===== config.mk =====
export PLATFORM = sky130hd
export DESIGN_NAME = led_sequencer
export DESIGN_NICKNAME = d
export VERILOG_FILES = /design/src/rtl/led_sequencer.sv
export SDC_FILE = /design/constraint.sdc
export NUM_CORES = 1
export LEC_CHECK = 0
export ABC_AREA = 1
export CORE_AREA = 5 5 83 85
export CTS_CLUSTER_SIZE = 30
export DETAILED_ROUTE_END_ITERATION = 8
export DIE_AREA = 0 0 88 90
export HOLD_SLACK_MARGIN = 0.03
export PLACE_DENSITY = 0.86
export SLEW_MARGIN = 5
export SYNTH_ARGS = -nofsm -noshare
export SYNTH_HDL_FRONTEND = slang
export SYNTH_SLANG_ARGS = --single-unit

===== constraint.sdc =====
create_clock -name clk -period 5.88 [get_ports clk]
set_input_delay 1.47 -clock clk [delete_from_list [all_inputs] [get_ports clk]]
set_output_delay 1.47 -clock clk [all_outputs]
set_load 0.02 [all_outputs]

===== src/rtl/led_sequencer.sv =====
// led_sequencer: LED pattern sequencer (walk / bounce / fill / blink) with a
// programmable step prescaler, direction mirroring and run/hold control.
// Ports: clk, rst_n (async active-low), enable, mode[1:0], dir, speed[1:0],
//        led[NUM_LEDS-1:0] (registered), step_pulse, wrap (one-cycle strobes).
// Optional: define LED_PWM_EN to add bright[3:0] and a 16-step PWM dimmer on led.
module led_sequencer #(
  parameter int NUM_LEDS    = 8,
  parameter int STEP_CYCLES = 12000000,
  parameter int CNT_W       = 24
) (
  input  logic                clk,
  input  logic                rst_n,
  input  logic                enable,
  input  logic [1:0]          mode,
  input  logic                dir,
  input  logic [1:0]          speed,
`ifdef LED_PWM_EN
  input  logic [3:0]          bright,
`endif
  output logic [NUM_LEDS-1:0] led,
  output logic                step_pulse,
  output logic                wrap
);

  localparam int POS_W = $clog2(NUM_LEDS);
  localparam int LVL_W = $clog2(NUM_LEDS + 1);
  localparam logic [POS_W-1:0] POS_LAST = POS_W'(NUM_LEDS - 1);
  localparam logic [POS_W-1:0] POS_PEN  = POS_W'(NUM_LEDS - 2);
  localparam logic [POS_W-1:0] POS_ONE  = POS_W'(1);
  localparam logic [LVL_W-1:0] LVL_LAST = LVL_W'(NUM_LEDS);
  localparam logic [CNT_W-1:0] STEP_LIM = CNT_W'(STEP_CYCLES);

  typedef enum logic [1:0] {
    MODE_WALK   = 2'b00,
    MODE_BOUNCE = 2'b01,
    MODE_FILL   = 2'b10,
    MODE_BLINK  = 2'b11
  } mode_e;

  mode_e             mode_q, mode_in;
  logic [CNT_W-1:0]  cnt_q, cnt_d, limit;
  logic [POS_W-1:0]  pos_q, pos_d;
  logic [LVL_W-1:0]  lvl_q, lvl_d;
  logic              bdir_q, bdir_d;
  logic              phase_q, phase_d;
  logic              tick, wrap_d;
  logic [NUM_LEDS-1:0] pat, pat_mir, led_d;
`ifdef LED_PWM_EN
  logic [3:0]        pwm_q;
`endif

  assign mode_in = mode_e'(mode);

  always_comb begin
    limit   = STEP_LIM >> speed;
    cnt_d   = cnt_q;
    pos_d   = pos_q;
    lvl_d   = lvl_q;
    bdir_d  = bdir_q;
    phase_d = phase_q;
    tick    = 1'b0;
    wrap_d  = 1'b0;

    if (mode_in != mode_q) begin
      // Mode switch restarts the new pattern from its start, silently.
      cnt_d   = '0;
      pos_d   = '0;
      lvl_d   = '0;
      bdir_d  = 1'b0;
      phase_d = 1'b0;
    end else if (enable) begin
      // >= rather than == so shortening the period mid-step ticks at once.
      if (cnt_q >= limit - CNT_W'(1)) begin
        tick  = 1'b1;
        cnt_d = '0;
        case (mode_q)
          MODE_WALK: begin
            if (pos_q == POS_LAST) begin
              pos_d  = '0;
              wrap_d = 1'b1;
            end else begin
              pos_d = pos_q + POS_W'(1);
            end
          end
          MODE_BOUNCE: begin
            if (!bdir_q) begin
              pos_d = pos_q + POS_W'(1);
              if (pos_q == POS_PEN) bdir_d = 1'b1;
            end else begin
              pos_d = pos_q - POS_W'(1);
              if (pos_q == POS_ONE) begin
                bdir_d = 1'b0;
                wrap_d = 1'b1;
              end
            end
          end
          MODE_FILL: begin
            if (lvl_q == LVL_LAST) begin
              lvl_d  = '0;
              wrap_d = 1'b1;
            end else begin
              lvl_d = lvl_q + LVL_W'(1);
            end
          end
          default: begin
            phase_d = ~phase_q;
            wrap_d  = phase_q;
          end
        endcase
      end else begin
        cnt_d = cnt_q + CNT_W'(1);
      end
    end

    // Decode from next-state values so led moves on the same edge as the state.
    pat = '0;
    for (int i = 0; i < NUM_LEDS; i++) begin
      case (mode_in)
        MODE_WALK, MODE_BOUNCE: pat[i] = (pos_d == POS_W'(i));
        MODE_FILL:              pat[i] = (LVL_W'(i) < lvl_d);
        default:                pat[i] = ~phase_d;
      endcase
    end

    for (int i = 0; i < NUM_LEDS; i++) begin
      pat_mir[i] = dir ? pat[NUM_LEDS-1-i] : pat[i];
    end

`ifdef LED_PWM_EN
    led_d = pat_mir & {NUM_LEDS{pwm_q < bright}};
`else
    led_d = pat_mir;
`endif
  end

  always_ff @(posedge clk or negedge rst_n) begin
    if (!rst_n) begin
      mode_q     <= MODE_WALK;
      cnt_q      <= '0;
      pos_q      <= '0;
      lvl_q      <= '0;
      bdir_q     <= 1'b0;
      phase_q    <= 1'b0;
      led        <= '0;
      step_pulse <= 1'b0;
      wrap       <= 1'b0;
`ifdef LED_PWM_EN
      pwm_q      <= 4'd0;
`endif
    end else begin
      mode_q     <= mode_in;
      cnt_q      <= cnt_d;
      pos_q      <= pos_d;
      lvl_q      <= lvl_d;
      bdir_q     <= bdir_d;
      phase_q    <= phase_d;
      led        <= led_d;
      step_pulse <= tick;
      wrap       <= wrap_d;
`ifdef LED_PWM_EN
      pwm_q      <= pwm_q + 4'd1;
`endif
    end
  end

endmodule


==> results.json, run 1 <==
{
  "wirelength_um": 7050,
  "slew_violations": 0,
  "hold_slack_ns": 0.515,
  "p_leak_nw": 1.92,
  "cts_sinks": 45,
  "clkPwrFrac": 0.368,
  "synthCells": 449,
  "die_area_um2": 7920,
  "vias": 2825,
  "yosysUniqueCellTypes": 38,
  "drive_gt1_frac": 0.0872,
  "synth_seq_area_share": 0.344,
  "switchingPower_uw": 165,
  "grt_pass1_vias": 2945,
  "fmax_mhz": 221,
  "vias_per_cell": 5.16,
  "grt_util_all_layers": 0.194,
  "finClkSkew_ns": 0.00856,
  "synth_area_leaders": "dfrtp_1 34%, nand2_1 15%, ha_1 13%, inv_1 7.2%, nor2_1 5.2%",
  "grt_pass1_wl_um": 12600,
  "ys_warn_count": 0,
  "tightestPinTransition_ns": 1.02,
  "first_iter_violations": 154,
  "path_class": "in -> reg",
  "rsz0062_at_grt": "no",
  "setup_violations": 0,
  "dr.pass1.iters": 5,
  "die_w_um": 88,
  "synth.avg_cell_area_um2": 7.30,
  "pwr-share-comb": 0.131,
  "max-slew-margin-rel": 0.319,
  "p_sw_frac": 0.259,
  "fin_tns_setup_ns": 0,
  "yosys-top-cells-count": "128 x nand2_1, 63 x inv_1, 45 x dfrtp_1, 45 x nor2_1, 35 x ha_1",
  "cts_setup_buffers": 0,
  "io-pin-count": 18,
  "ys_ff_latch": 45,
  "htreeDepth": 2,
  "numCtsBuffers": 5,
  "ys_async_sr_fraction": 1.00,
  "post-route-period-util": 0.768,
  "area_growth_pct": 10.9,
  "wl_per_cell_um": 12.9,
  "antenna_cells": 0,
  "fin_util": 0.593,
  "root_buffer": "clkbuf_8",
  "peakVddDrop_uv": 131,
  "cts_hold_buf": 0,
  "cpMostUsedCell": "inv_1",
  "hold_class": "reg -> reg",
  "syn-num-nets": 492,
  "die_y_um": 90,
  "cap_violations": 0,
  "required_ns": 6.12,
  "clkTransAtPathRegs_ns": 0.09,
  "critPathBufInv": 5,
  "crit_family": "buffers and inverters",
  "dp_cells": 539,
  "cpMaxStageDelayCell": "clkdlybuf4s50_1",
  "cts_tree": "done",
  "finalPower_uw": 637,
  "post-route-min-period_ns": 4.51,
  "cp.arrival_ns": 4.75,
  "synth_top_area_share": 0.344,
  "grt_max_degree": 46,
  "ys.flop_type": "dfrtp_1",
  "synth_area_leader_cell": "dfrtp_1",
  "ant_nets": 0,
  "synth_edf_count": 0,
  "dpl.hpwl_um": 5480,
  "finalHoldViolCount": 0,
  "start_kind": "primary input",
  "synth_most_common_cell": "nand2_1",
  "antenna_found_initial": 0,
  "p_int_uw": 471,
  "gr-total-overflow": 0,
  "remaining_drc_errors": 0,
  "clk_path_buf_depth": 2,
  "worstPathCellList": "clkdlybuf4s50_1 > inv_1 > ha_1 > inv_1 > xor2_1 > ha_1 > nand2_1 > inv_1 > a21oi_1 > nand2_1 > nand2_2 > nand3_4 > nand2_2 > nand2_1 > inv_1 > o21ai_0 > nor2_1",
  "rows": 29,
  "initial_core_util": 0.534,
  "slowest_delay_ns": 0.61,
  "pwr-share-seq": 0.500,
  "cts_resized": 0,
  "p_per_area_nw_per_um2": 175,
  "outcome": "complete, no violations",
  "fin_cells": 547,
  "synth_area_um2": 3280,
  "finalNetCount": 512,
  "crit_path_end_kind": "register",
  "place.port_buffers": 17,
  "gp_congestion": 0.947,
  "core_um2": 6130,
  "clk_latency_ns": 0.30,
  "cp_max_fo": 14
}
stage by stage:
| step | cell area (um2) | setup slack, ns |
|---|---|---|
| 2_1_floorplan | 3280 | 2.14 |
| 3_3_place_gp | 3520 | 1.24 |
| 3_5_place_dp | 3520 | 1.10 |
| 4_1_cts | 3630 | 1.40 |
| 5_1_grt | 3630 | 1.03 |
| 6_report | 3630 | 1.37 |
path summary, 6_finish.rpt:
check                                 startpoint                    end  slack (ns)  depth (start not counted)
min in group asynchronous                  rst_n  cnt_q[19]$_DFFE_PN0P_        1.34                          1
max in group asynchronous                  rst_n    mode_q[0]$_DFF_PN0_        3.91                          1
setup / recovery                        speed[1]  cnt_q[11]$_DFFE_PN0P_        1.37                         17
setup reg to reg           cnt_q[19]$_DFFE_PN0P_  cnt_q[11]$_DFFE_PN0P_        3.26                         12
hold reg to reg             cnt_q[0]$_DFFE_PN0P_   cnt_q[0]$_DFFE_PN0P_        0.51                          1
hold / removal              cnt_q[0]$_DFFE_PN0P_   cnt_q[0]$_DFFE_PN0P_        0.51                          1
kinds of logic after synthesis:
family | after synthesis | synth area share
XOR/XNOR | 12 | 0.0321
adder cells (fa/ha/maj) | 35 | 0.134
buffers and inverters | 81 | 0.0939
flip-flops | 45 | 0.344
AND/OR/NAND/NOR | 232 | 0.318
AO/OA/AOI/OAI | 43 | 0.0756
multiplexers | 1 | 0.00305
cells in the final DEF (no fill, tap or decap), drive strengths merged, types with 3 or more instances in the layout:
cell type,count
a21oi,16
a221oi,3
clkbuf,6
clkdlybuf4s50,16
clkinv,3
dfrtp,45
ha,35
inv,75
nand2,133
nand3,27
nand4,9
nor2,55
nor3,6
o21ai,16
xnor2,3
xor2,9
final cells by class:
| cell class | instances | area [um2] |
|---|---|---|
| fill | 546 | 2500 |
| clock inverter | 2 | 38.8 |
| multi-input combinational | 323 | 1840 |
| timing repair buffer | 17 | 165 |
| inverter | 77 | 292 |
| sequential | 45 | 1130 |
| tap | 77 | 96.3 |
| clock buffer | 6 | 72.6 |
metal layers:
metal	wire, um	share of wire	track usage
met2	3740	0.53	0.352
met4	98	0.014	0.0601
met3	249	0.035	0.0384
met5	0	0	0
met1	2950	0.42	0.222
registers in the layout, indices dropped and copies added, names as in the netlist:
register and flops:
lvl_q 4, phase_q 1, wrap 1, bdir_q 1, pos_q 3, led 8
mode_q 2, cnt_q 24, step_pulse 1
worst reg2reg max path, stage by stage (launching register included):
cell     delay, ns
dfrtp_1       0.44
ha_1          0.34
nand2_1       0.09
inv_1         0.04
nand2_1       0.05
nand2_1       0.07
a21oi_2       0.28
nand3_4       0.17
nand2_2       0.15
nand2_1       0.35
inv_1         0.32
o21ai_0       0.13
nor2_1        0.13
power groups by stage:
stage / Clock [mW] / Combinational [mW] / Sequential (mW)
3_5_place_dp: 0 / 0.0837 / 0.325
5_1_grt: 0.252 / 0.0960 / 0.319
2_1_floorplan: 0 / 0.0461 / 0.330
3_3_place_gp: 0 / 0.0809 / 0.325
4_1_cts: 0.243 / 0.0841 / 0.319
6_report: 0.235 / 0.0837 / 0.318
(Power assumes the default switching activity.)
==> run 2, diff against run 1 <==
clock period = 4.4 ns   (was 5.88 ns; I/O delays follow)
==> results.json, run 2 (synthesis gave the netlist of run 1 again) <==
{
  "htreeDepth": 2,
  "area_growth_pct": 11.5,
  "grt_pass1_wl_um": 12500,
  "numCtsBuffers": 5,
  "core_um2": 6130,
  "root_buffer": "clkbuf_8",
  "max-slew-margin-rel": 0.323,
  "outcome": "complete, no violations",
  "start_kind": "primary input",
  "dr.pass1.iters": 4,
  "gp_congestion": 0.914,
  "rsz0062_at_grt": "no",
  "required_ns": 4.60,
  "finalPower_uw": 871,
  "cts_setup_buffers": 0,
  "fmax_mhz": 245,
  "cts_sinks": 45,
  "tightestPinTransition_ns": 1.02,
  "cts_resized": 0,
  "die_y_um": 90,
  "r2r-start": "cnt_q[19]$_DFFE_PN0P_",
  "finalNetCount": 513,
  "die_w_um": 88,
  "p_per_area_nw_per_um2": 239,
  "finalHoldViolCount": 0,
  "rr_worst_depth": 15,
  "grt_max_degree": 46,
  "drive_gt1_frac": 0.0913,
  "grt_pass1_vias": 2912,
  "vias": 2882,
  "post-route-period-util": 0.927,
  "antenna_cells": 0,
  "die_area_um2": 7920,
  "rows": 29,
  "largest_register_ffs": 24,
  "vias_per_cell": 5.26,
  "rr_endpoint": "led[6]$_DFF_PN0_",
  "hp-start": "cnt_q[0]$_DFFE_PN0P_",
  "clkTransAtPathRegs_ns": 0.08,
  "mostFrequentLayoutCells": "128 x nand2_1, 63 x inv_1, 45 x nor2_1, 45 x dfrtp_1, 35 x ha_1",
  "fin_tns_setup_ns": 0,
  "hold_end": "cnt_q[0]$_DFFE_PN0P_",
  "clk_latency_ns": 0.30,
  "clk_path_buf_depth": 2,
  "holdPathStages": 1,
  "post-route-min-period_ns": 4.08,
  "cts_hold_buf": 0,
  "wirelength_um": 7070,
  "finClkSkew_ns": 0.00813,
  "antenna_found_initial": 0,
  "place.port_buffers": 17,
  "ant_nets": 0,
  "wl_per_cell_um": 12.9,
  "first_iter_violations": 108,
  "cts_tree": "done",
  "io-pin-count": 18,
  "remaining_drc_errors": 0,
  "p_leak_nw": 1.94,
  "peakVddDrop_uv": 205,
  "top_register": "cnt_q",
  "final_common_cell": "nand2_1",
  "r2r_slack_ns": 1.74,
  "crit_path_end_kind": "register",
  "grt_util_all_layers": 0.192,
  "cap_violations": 0,
  "gr-total-overflow": 0,
  "setup_violations": 0,
  "dpl.hpwl_um": 5540,
  "cp_max_fo": 10,
  "slew_violations": 0,
  "path_class": "in -> reg",
  "cp.arrival_ns": 4.27,
  "reg_top3": "cnt_q: 24 flops, led: 8 flops, lvl_q: 4 flops",
  "initial_core_util": 0.534,
  "hold_class": "reg -> reg"
}
==> run 2: changes by cell type in the layout (fill, tap and decap cells not counted), sizes merged <==
cell           delta
clkinv            -1
buf               +1
clkdlybuf4s50     -1
dlymetal6s2s      +1
clkinvlp          +1
==> run 2: worst max path at each step <==
stage	start	endpoint	slack (ns)	cells past startpoint
global placement	speed[1]	led[6]$_DFF_PN0_	0.1	22
floorplan	speed[0]	led[6]$_DFF_PN0_	1.03	22
global route	speed[0]	led[6]$_DFF_PN0_	0.12	22
detailed placement	speed[1]	led[6]$_DFF_PN0_	0.04	19
finish	speed[0]	led[6]$_DFF_PN0_	0.32	19
CTS	speed[1]	led[6]$_DFF_PN0_	0.34	22
==> run 2: metrics by stage <==
stage / util / area (um2) / instances / setup WS [ns] / hold slack [ns]
CTS: 0.595 / 3650 / 548 / 0.341 / 0.512
finish: 0.596 / 3650 / 548 / 0.322 / 0.511
global placement: 0.576 / 3530 / 540 / 0.0977 / 0.494
global route: 0.596 / 3650 / 548 / 0.121 / 0.548
detailed placement: 0.576 / 3530 / 540 / 0.0369 / 0.501
floorplan: - / 3280 / 449 / 1.03 / 0.478
==> run 2: metal layers <==
layer	wire length, um	vias up	GRT usage	share of wire
li1	-	1454	-	-
met1	2940	1352	0.223	0.42
met2	3740	60	0.344	0.53
met3	233	16	0.0384	0.033
met4	145	0	0.0678	0.021
met5	0	-	0	0
==> run 2: layout make-up <==
cell class	instances	area [um2]
Timing Repair Buffer	18	175
Fill cell	580	2480
Clock inverter	2	37.5
Clock buffer	6	82.6
Multi-Input combinational cell	323	1840
Tap cell	77	96.3
Inverter	77	292
Sequential cell	45	1130
==> run 2: worst max-delay path: stages <==
cell and delay (ns):
clkdlybuf4s50_1 0.58, inv_1 0.12, ha_1 0.30, inv_1 0.13, ha_1 0.27, a21oi_1 0.19
nand2_1 0.11, a21oi_2 0.29, nand3_4 0.17, nand2_2 0.15, clkinv_1 0.10, nand2_1 0.07
nand2_1 0.12, nand2_1 0.13, inv_2 0.04, a21oi_1 0.17, nand2_1 0.10, nand2_1 0.08
nand2_1 0.06
==> run 2: power breakdown <==
group	switching [mW]	total (mW)	internal, mW
clock	0.146	0.331	0.185
combinational	0.0749	0.114	0.0392
sequential	0.00498	0.426	0.421
total	0.226	0.871	0.645
